==> src/rtl/uart_component.sv <==
// UART with a tiny CPU register port: 8N1 transmitter, 8N1 receiver, status/control, level IRQ.
// Latency: read data registered one clock after the read event; TX line starts one clock after the write event.
// Backpressure: none; a TX write while tx_busy is dropped, a new RX byte overwrites an unread one (overrun).
//
// Ports:
//   clock, reset         single rising-edge clock, async active-low reset
//   cs, wr, rd_strobe    chip select (low), write enable (low), read request (high); all edge-detected
//   addr, in_data        register address and write data
//   out_data, rd_busy    registered read data; rd_busy is high in the read-event cycle only
//   rx_in, tx_out        serial in (async, idle high) and serial out (idle high)
//   irq, irq_id, debug   level interrupt, interrupt source (1=RX, 2=TX), status mirror
module uart_component #(
    parameter int CLK_FREQ = 48000000,
    parameter int BAUD     = 115200
) (
    input  logic       clock,
    input  logic       reset,
    input  logic       cs,
    input  logic       wr,
    input  logic       rd_strobe,
    output logic       rd_busy,
    input  logic [2:0] addr,
    input  logic [7:0] in_data,
    output logic [7:0] out_data,
    input  logic       rx_in,
    output logic       tx_out,
    output logic       irq,
    output logic [2:0] irq_id,
    output logic [7:0] debug
);

    localparam int DIV = CLK_FREQ / BAUD;
    localparam int CW  = $clog2(DIV + 1);
    localparam logic [CW-1:0] DIV_M1  = CW'(DIV - 1);
    localparam logic [CW-1:0] HALF_M1 = CW'(DIV / 2 - 1);

    // ---------------- bus edge detection ----------------
    logic wr_act, wr_prev, wr_ev;
    logic rd_act, rd_prev, rd_ev;

    assign wr_act = ~cs & ~wr;
    assign rd_act = rd_strobe & ~cs;
    // Gated by reset so nothing leaks out combinationally while reset is held.
    assign wr_ev  = wr_act & ~wr_prev & reset;
    assign rd_ev  = rd_act & ~rd_prev & reset;
    assign rd_busy = rd_ev;

    always_ff @(posedge clock or negedge reset) begin
        if (!reset) begin
            wr_prev <= 1'b0;
            rd_prev <= 1'b0;
        end else begin
            wr_prev <= wr_act;
            rd_prev <= rd_act;
        end
    end

    // ---------------- registers ----------------
    logic       rx_ready, tx_busy, overrun, frame_err, rx_ie, tx_ie;
    logic [7:0] rx_buf;
    logic [7:0] status;
    logic [7:0] rd_val;
    logic       ctl_wr, rx_read, tx_start;

    assign status   = {2'b00, frame_err, tx_ie, rx_ie, overrun, tx_busy, rx_ready};
    assign ctl_wr   = wr_ev & (addr == 3'd0);
    assign rx_read  = rd_ev & (addr == 3'd1);
    assign tx_start = wr_ev & (addr == 3'd2) & ~tx_busy;

    always_comb begin
        rd_val = 8'h00;
        case (addr)
            3'd0:    rd_val = status;
            3'd1:    rd_val = rx_buf;
            default: rd_val = 8'h00;
        endcase
    end

    always_ff @(posedge clock or negedge reset) begin
        if (!reset) begin
            out_data <= 8'h00;
        end else if (rd_ev) begin
            out_data <= rd_val;
        end
    end

    // ---------------- transmitter ----------------
    logic [CW-1:0] tx_cnt;
    logic [3:0]    tx_bits;
    logic [8:0]    tx_shift;   // remaining data bits plus stop bit, LSB goes out next

    always_ff @(posedge clock or negedge reset) begin
        if (!reset) begin
            tx_busy  <= 1'b0;
            tx_out   <= 1'b1;
            tx_cnt   <= '0;
            tx_bits  <= 4'd0;
            tx_shift <= 9'h000;
        end else if (tx_start) begin
            tx_busy  <= 1'b1;
            tx_out   <= 1'b0;          // start bit
            tx_shift <= {1'b1, in_data};
            tx_bits  <= 4'd0;
            tx_cnt   <= DIV_M1;
        end else if (tx_busy) begin
            if (tx_cnt != '0) begin
                tx_cnt <= tx_cnt - CW'(1);
            end else if (tx_bits == 4'd9) begin
                // Stop bit has been on the line for a full bit time.
                tx_busy <= 1'b0;
            end else begin
                tx_out   <= tx_shift[0];
                tx_shift <= {1'b0, tx_shift[8:1]};
                tx_bits  <= tx_bits + 4'd1;
                tx_cnt   <= DIV_M1;
            end
        end
    end

    // ---------------- receiver ----------------
    typedef enum logic [1:0] {RX_IDLE, RX_START, RX_DATA, RX_STOP} rx_state_t;
    rx_state_t rx_state, rx_next;

    logic          rx_meta, rx_sync, rx_last;
    logic [CW-1:0] rx_cnt;
    logic [2:0]    rx_bits;
    logic [7:0]    rx_shift;
    logic          rx_tick, rx_done_ok, rx_done_err;

    assign rx_tick = (rx_cnt == '0);

    always_ff @(posedge clock or negedge reset) begin
        if (!reset) begin
            rx_meta <= 1'b1;
            rx_sync <= 1'b1;
            rx_last <= 1'b1;
        end else begin
            rx_meta <= rx_in;
            rx_sync <= rx_meta;
            rx_last <= rx_sync;
        end
    end

    always_comb begin
        rx_next     = rx_state;
        rx_done_ok  = 1'b0;
        rx_done_err = 1'b0;
        case (rx_state)
            RX_IDLE:  if (rx_last & ~rx_sync) rx_next = RX_START;
            RX_START: if (rx_tick) rx_next = rx_sync ? RX_IDLE : RX_DATA;   // glitch rejection
            RX_DATA:  if (rx_tick && rx_bits == 3'd7) rx_next = RX_STOP;
            RX_STOP: begin
                if (rx_tick) begin
                    rx_next     = RX_IDLE;
                    rx_done_ok  = rx_sync;
                    rx_done_err = ~rx_sync;
                end
            end
            default:  rx_next = RX_IDLE;
        endcase
    end

    always_ff @(posedge clock or negedge reset) begin
        if (!reset) begin
            rx_state <= RX_IDLE;
        end else begin
            rx_state <= rx_next;
        end
    end

    always_ff @(posedge clock or negedge reset) begin
        if (!reset) begin
            rx_cnt   <= '0;
            rx_bits  <= 3'd0;
            rx_shift <= 8'h00;
        end else begin
            case (rx_state)
                RX_IDLE: begin
                    // Preloaded so the start bit is re-checked half a bit after the edge.
                    rx_cnt  <= HALF_M1;
                    rx_bits <= 3'd0;
                end
                RX_START: rx_cnt <= rx_tick ? DIV_M1 : rx_cnt - CW'(1);
                RX_DATA: begin
                    if (rx_tick) begin
                        rx_shift <= {rx_sync, rx_shift[7:1]};
                        rx_bits  <= rx_bits + 3'd1;
                        rx_cnt   <= DIV_M1;
                    end else begin
                        rx_cnt <= rx_cnt - CW'(1);
                    end
                end
                RX_STOP: if (!rx_tick) rx_cnt <= rx_cnt - CW'(1);
                default: rx_cnt <= HALF_M1;
            endcase
        end
    end

    // ---------------- flags ----------------
    always_ff @(posedge clock or negedge reset) begin
        if (!reset) begin
            rx_ready  <= 1'b0;
            overrun   <= 1'b0;
            frame_err <= 1'b0;
            rx_ie     <= 1'b0;
            tx_ie     <= 1'b0;
            rx_buf    <= 8'h00;
        end else begin
            // A byte landing in the same cycle as a buffer read keeps rx_ready set.
            if (rx_done_ok) begin
                rx_ready <= 1'b1;
                rx_buf   <= rx_shift;
            end else if (rx_read) begin
                rx_ready <= 1'b0;
            end

            if (rx_done_ok && rx_ready && !rx_read) overrun <= 1'b1;
            else if (ctl_wr && in_data[2])          overrun <= 1'b0;

            if (rx_done_err)                        frame_err <= 1'b1;
            else if (ctl_wr && in_data[5])          frame_err <= 1'b0;

            if (ctl_wr) begin
                rx_ie <= in_data[3];
                tx_ie <= in_data[4];
            end
        end
    end

    // ---------------- interrupt and debug ----------------
    logic rx_term, tx_term;
    assign rx_term = rx_ready & rx_ie;
    assign tx_term = ~tx_busy & tx_ie;
    assign irq     = rx_term | tx_term;
    assign irq_id  = rx_term ? 3'd1 : (tx_term ? 3'd2 : 3'd0);
    assign debug   = {4'b0000, tx_busy, overrun, rx_ready, rx_sync};

endmodule

==> config.mk <==
export PLATFORM = sky130hd
export DESIGN_NAME = uart_component
export DESIGN_NICKNAME = d
export VERILOG_FILES = /design/src/rtl/uart_component.sv
export SDC_FILE = /design/constraint.sdc
export NUM_CORES = 1
export LEC_CHECK = 0
export ABC_AREA = 0
export CAP_MARGIN = 15
export CORE_MARGIN = 4
export CORE_UTILIZATION = 55
export DETAILED_ROUTE_END_ITERATION = 10
export GPL_TIMING_DRIVEN = 0
export PLACE_DENSITY_LB_ADDON = 0.2
export SYNTH_ARGS = -nofsm -noshare
export SYNTH_HDL_FRONTEND = slang
export SYNTH_SLANG_ARGS = --single-unit
==> constraint.sdc <==
create_clock -name clock -period 2.92 [get_ports clock]
set_clock_uncertainty 0.2 [all_clocks]
set_input_delay 0.584 -clock clock [delete_from_list [all_inputs] [get_ports clock]]
set_output_delay 0.584 -clock clock [all_outputs]
set_load 0.02 [all_outputs]
# Yosys cells after proc, flatten, opt, wreduce, memory -nomap -nowiden
# Cells that the tools add are included.
# totals
reg_bits	72
in_bits	17
out_inout_bits	22
word_cells	126
# op_classes
add_sub_neg	4
n_eq_ne	16
n_mux	44
bitwise_logic	20
reduce_logical	21
# ops
op	n
$mux 9	10
$pmux 9 s3	1
$mux 1	18
$sub 9x1->9 const B	2
$mux 4	4
$ne 2x2->1 const B	8
$pmux 8 s2	1
$mux 2	7
$and 1x1->1	13
$reduce_bool 2->1	5
$logic_not 9->1	1
$reduce_bool 9->1	1
$pmux 2 s4	1
$not 1->1	6
$pmux 3 s2	1
$reduce_and 2->1	3
$logic_and 1x1->1	5
$add 4x1->4 const B	1
$eq 2x2->1 const B	2
$eq 4x4->1 const B	1
$reduce_and 4->1	1
$add 3x1->3 const B	1
$eq 3x1->1 const B	1
$eq 3x2->1 const B	1
10 further kinds	10

# Logic depth before layout (Yosys ltp)
# logic_depth
depth_word	8
ltp_mapped	7
depth_no_buf	7

# Least setup slack after synthesis
# OpenSTA, ideal clock, no wires.
# synth_timing
path_kind	input to register
start	in addr[0]
end	reg tx_cnt[6]
setup_time_ps	79
arrival_ps	2081
required_time_ps	2641
slack_ps	560
cell_stages	5
n_path_buf	1
path_cell_list	buf_6 -> or3b_4 -> or4_4 -> a311oi_2 -> mux2i_1
# synth_via
elab_chain_cells	5
word_cells_on_any_way	7
classes_between	eq/ne: 2; mux: 1; bitwise: 2; reduce/logical: 2
# synth_lines
element	line_no	source
start: declaration	22	input logic [2:0] addr,
$eq 3x2->1 *	68	assign tx_start = wr_ev & (addr == 3'd2) & ~tx_busy;
$and 1x1->1 * (2 in series)	68	
$ne 3x3->1 (no source line) / $reduce_bool 2->1 (equally long branches)	n/a	
$reduce_and 2->1 (no source line)	n/a	
end signal: assignment	107	tx_cnt <= tx_cnt - CW'(1);
end: declaration	88	logic [CW-1:0] tx_cnt;
# Mark *: on every way between the ends. The rest lies on a longest branch, timed or not.
# A chain may end at the register's enable or synchronous reset.

# Final worst setup path
# layout_timing
start	reg tx_busy
end	out irq_id[1]
# layout_via
elab_chain_cells	4
# layout_lines
element	line_no	source
start: declaration	59	logic rx_ready, tx_busy, overrun, frame_err, rx_ie, tx_ie;
start signal: assignment	94	tx_busy <= 1'b0;
start signal: assignment	100	tx_busy <= 1'b1;
start signal: assignment	110	tx_busy <= 1'b0;
$not 1->1	233	assign tx_term = ~tx_busy & tx_ie;
$and 1x1->1	233	
$mux 2 (2 in series)	235	assign irq_id = rx_term ? 3'd1 : (tx_term ? 3'd2 : 3'd0);
end: declaration	28	output logic [2:0] irq_id,
# No other way between the ends.

==> Implementation_results.wiki <==
{| class="wikitable"
! Metric !! Value
|-
| CP endpoint kind || primary output
|-
| Sequential standard cell area || 1810 um^2
|-
| Critical path class || reg2out
|-
| CP arrival || 1.88 ns
|-
| Multi-input gate area in the final layout || 1640 um^2
|-
| Area of the placeable core || 6350 um^2
|-
| Async S/R FF share, synth || 100%
|-
| IR drop worst, VDD || 0.342 mV
|-
| Setup repair after global routing missed its margin || false
|-
| I/O pin count || 39
|-
| Count of warnings emitted by yosys || 0
|-
| Filler Cells Inserted || 484
|-
| Grt met1 use || 27.6%
|-
| Post-synth EDFFs || 0
|-
| Design area || 4300 um^2
|-
| Average routed wire per standard cell || 15.8 um
|-
| Final Core Density || 67.6%
|-
| Top library cells by usage in the layout, fill and taps aside || sky130_fd_sc_hd__dfrtp_1, sky130_fd_sc_hd__clkdlybuf4s50_1, sky130_fd_sc_hd__nand2_1
|-
| CP Launch Point || tx_busy
|-
| Global router's overall resource usage || 20.0%
|-
| Instance area at placement || 4030 um^2
|-
| Count of final hold-check violations || 13
|-
| Most instantiated flip-flop cell in the synthesis netlist || sky130_fd_sc_hd__dfrtp_1
|-
| Share of the clock period used by the worst path || 91.3%
|-
| Via count of the first global-routing pass || 2,551
|-
| Number of DRC markers after the initial detailed-route iteration || 104
|-
| Min setup slack post-route || 0.254 ns
|-
| Remaining design rule violation count || 0
|-
| Die Span Y || 88.9 um
|-
| GR met3 Demand/Resource || 3.26%
|-
| Antenna violations before repair || 0
|-
| Ant diodes || 0
|-
| Count of clock tree sinks || 72
|-
| Clock latency at the later pin of the worst-skew pair || 0.34 ns
|-
| Number of buffers inserted during clock tree synthesis || 9
|-
| Source of the worst register-to-register timing path || tx_cnt[0]
|-
| Clock-pin slew of the registers on the worst-case setup and hold paths || 0.08 ns
|-
| H-tree depth || 3
|-
| Via/cell ratio || 5.75
|-
| Number of nets in the final layout || 402
|-
| Horiz. Die Dim || 88.9 um
|-
| Via total after detailed routing || 2,622
|-
| Hold WC Path Type || in2async
|-
| Mean area per synthesized cell || 11.1 um^2
|-
| Area growth from synthesis to final layout || 19.5%
|-
| Number of placement rows || 29
|-
| TritonRoute pass-1 iters || 4
|-
| Sum Neg Setup Slack || 0 ns
|-
| Total of buffers placed on input and output ports || 32
|-
| Failing checks || negative hold slack
|-
| Critical Path RT || 2.14 ns
|-
| Status || finished with violations
|-
| Initial Utilization || 56.6%
|-
| Wire length of the first global-routing pass || 12.0 mm
|-
| Distinct cell type count after synthesis || 61
|-
| Relative slew slack || 55.2%
|-
| Post-synthesis cell area || 3600 um^2
|-
| Layout cells sized above 1 || 19.3%
|-
| Max-slew violation count || 0
|-
| Half-perimeter wire length after detailed placement || 4.95 mm
|-
| Power per cell area || 539 nW/um^2
|-
| Flop and latch count out of synthesis || 72
|-
| Gpl congestion || 0.816
|-
| Pin count of the biggest net entering global routing || 75
|-
| Worst hold margin || -0.0258 ns
|-
| Total power of the final layout || 2.32 mW
|-
| Transition time at the pin with the least slew margin || 0.656 ns
|-
| Cell at the root of the clock tree || sky130_fd_sc_hd__clkbuf_8
|-
| Remaining global-route overflow || 0
|-
| Global routing met2 resource utilization || 31.4%
|-
| Die outline area || 7900 um^2
|-
| Maximum buffer depth of the clock tree || 2
|-
| Pre-CTS WS || -0.389 ns
|-
| Critical path peak fanout || 10
|-
| Number of failing setup endpoints in the final timing report || 0
|-
| Routed wire length || 7.20 mm
|-
| Critical Path Source Type || flip-flop
|-
| Final worst path period need || 2.67 ns
|-
| Most common library cell in the layout ignoring fill and taps || sky130_fd_sc_hd__dfrtp_1
|-
| Count of mapped cells out of synthesis || 323
|-
| Max-capacitance violation count || 0
|-
| Seq/Total Area, Yosys || 50.2%
|-
| Number of routed nets with antenna violations || 0
|-
| TritonCTS clock tree || done
|-
| Reported leakage power || 1.94 nW
|-
| Routing layer with the top usage in global route || met2
|-
| Achievable frequency || 375 MHz
|}
-- final timing paths --
kind / slack [ns] / endpoint / cells past startpoint
min in group clock: 0.16 / rx_sync / 0
max reg2reg: 0.38 / tx_shift[6] / 6
min: -0.03 / tx_cnt[3] / 1
max in group asynchronous: 1.68 / rd_prev / 2
min reg2reg: 0.16 / rx_sync / 0
max: 0.25 / irq_id[1] / 5
-- power by group --
part           switching (mW)  total (mW)  internal [mW]
Combinational           0.213       0.391          0.178
Sequential             0.0682        1.13           1.06
Clock                   0.395       0.796          0.401
Total                   0.676        2.32           1.64
-- cell type report --
class	count	area share, %
Sequential cell	72	42.1
Multi-Input combinational cell	219	38.2
Timing Repair Buffer	37	8.62
Clock buffer	9	2.88
Buffer	18	2.68
Tap cell	77	2.24
Clock inverter	7	1.86
Inverter	17	1.49
-- routing by layer --
layer  vias up  share of wire [%]
met1      1273                 47
met2        68                 47
met4         0                1.7
met3        14                4.6
li1       1267                  -
met5         -                  0
-- metrics by stage --
stage                     std cells  hold WS (ns)
after floorplan                 327        0.0884
after global placement          436         0.147
after detailed placement        436         0.148
after CTS                       453       0.00163
after global routing            456        0.0307
final                           456       -0.0258
-- critical path, cell delays in order (launching register included) --
cell and delay, ns:
sky130_fd_sc_hd__dfrtp_1 0.40, sky130_fd_sc_hd__clkbuf_2 0.24, sky130_fd_sc_hd__inv_1 0.12, sky130_fd_sc_hd__nand2_1 0.09, sky130_fd_sc_hd__nor2_1 0.09, sky130_fd_sc_hd__clkdlybuf4s50_1 0.60
-- synthesized netlist by cell type (3+ instances only) --
cell type	number	area, um^2
sky130_fd_sc_hd__nor4_1	4	25.0
sky130_fd_sc_hd__nand3b_1	3	22.5
sky130_fd_sc_hd__clkbuf_1	7	26.3
sky130_fd_sc_hd__a21oi_1	12	60.1
sky130_fd_sc_hd__dfrtp_1	68	1700
sky130_fd_sc_hd__mux2i_1	15	150
sky130_fd_sc_hd__or3_1	4	25.0
sky130_fd_sc_hd__a221o_1	5	50.1
sky130_fd_sc_hd__o21ai_0	24	120
sky130_fd_sc_hd__and2_1	6	37.5
sky130_fd_sc_hd__nand2_1	27	101
sky130_fd_sc_hd__nor3_1	6	30.0
sky130_fd_sc_hd__inv_1	17	63.8
sky130_fd_sc_hd__dfstp_2	4	105
sky130_fd_sc_hd__o22a_1	3	26.3
sky130_fd_sc_hd__o21a_1	4	30.0
sky130_fd_sc_hd__buf_4	10	75.1
sky130_fd_sc_hd__ha_1	11	138
sky130_fd_sc_hd__xor2_1	3	26.3
sky130_fd_sc_hd__mux2_2	18	203
sky130_fd_sc_hd__nand3_1	8	40.0
sky130_fd_sc_hd__xnor2_1	3	26.3
sky130_fd_sc_hd__nor2_1	13	48.8
-- flip-flops by register name, summed over array words and instances (netlist names), 3 cells and up, named ones only --
signal and cells:
rx_cnt 9, tx_bits 4, rx_shift 8, rx_buf 8, out_data 8, rx_bits 3
tx_cnt 9, tx_shift 9
-- repair_timing --
action / 4_1_cts / 5_1_grt
gates resized for setup: 4 / 3
hold endpoints to repair: 1 / 0
pin swaps: 0 / 1
endpoints found under the setup margin: 1 / 3
buffers inserted: 0 / 3
hold buffers: 2 / 0
-- cell families (layout without fill, tap and decap cells) --
group	count (synthesis)	in the layout	share of synthesized area, %
AO/OA/AOI/OAI	67	67	13.0
XOR/XNOR	6	6	1.46
adder cells (fa/ha/maj)	11	11	3.83
buffers and inverters	36	88	5.05
flip-flops	72	72	50.2
multiplexers	33	33	9.81
other	1	5	0.104
AND/OR/NAND/NOR	97	97	16.5
Note: power is estimated with default switching activity, not from simulation.
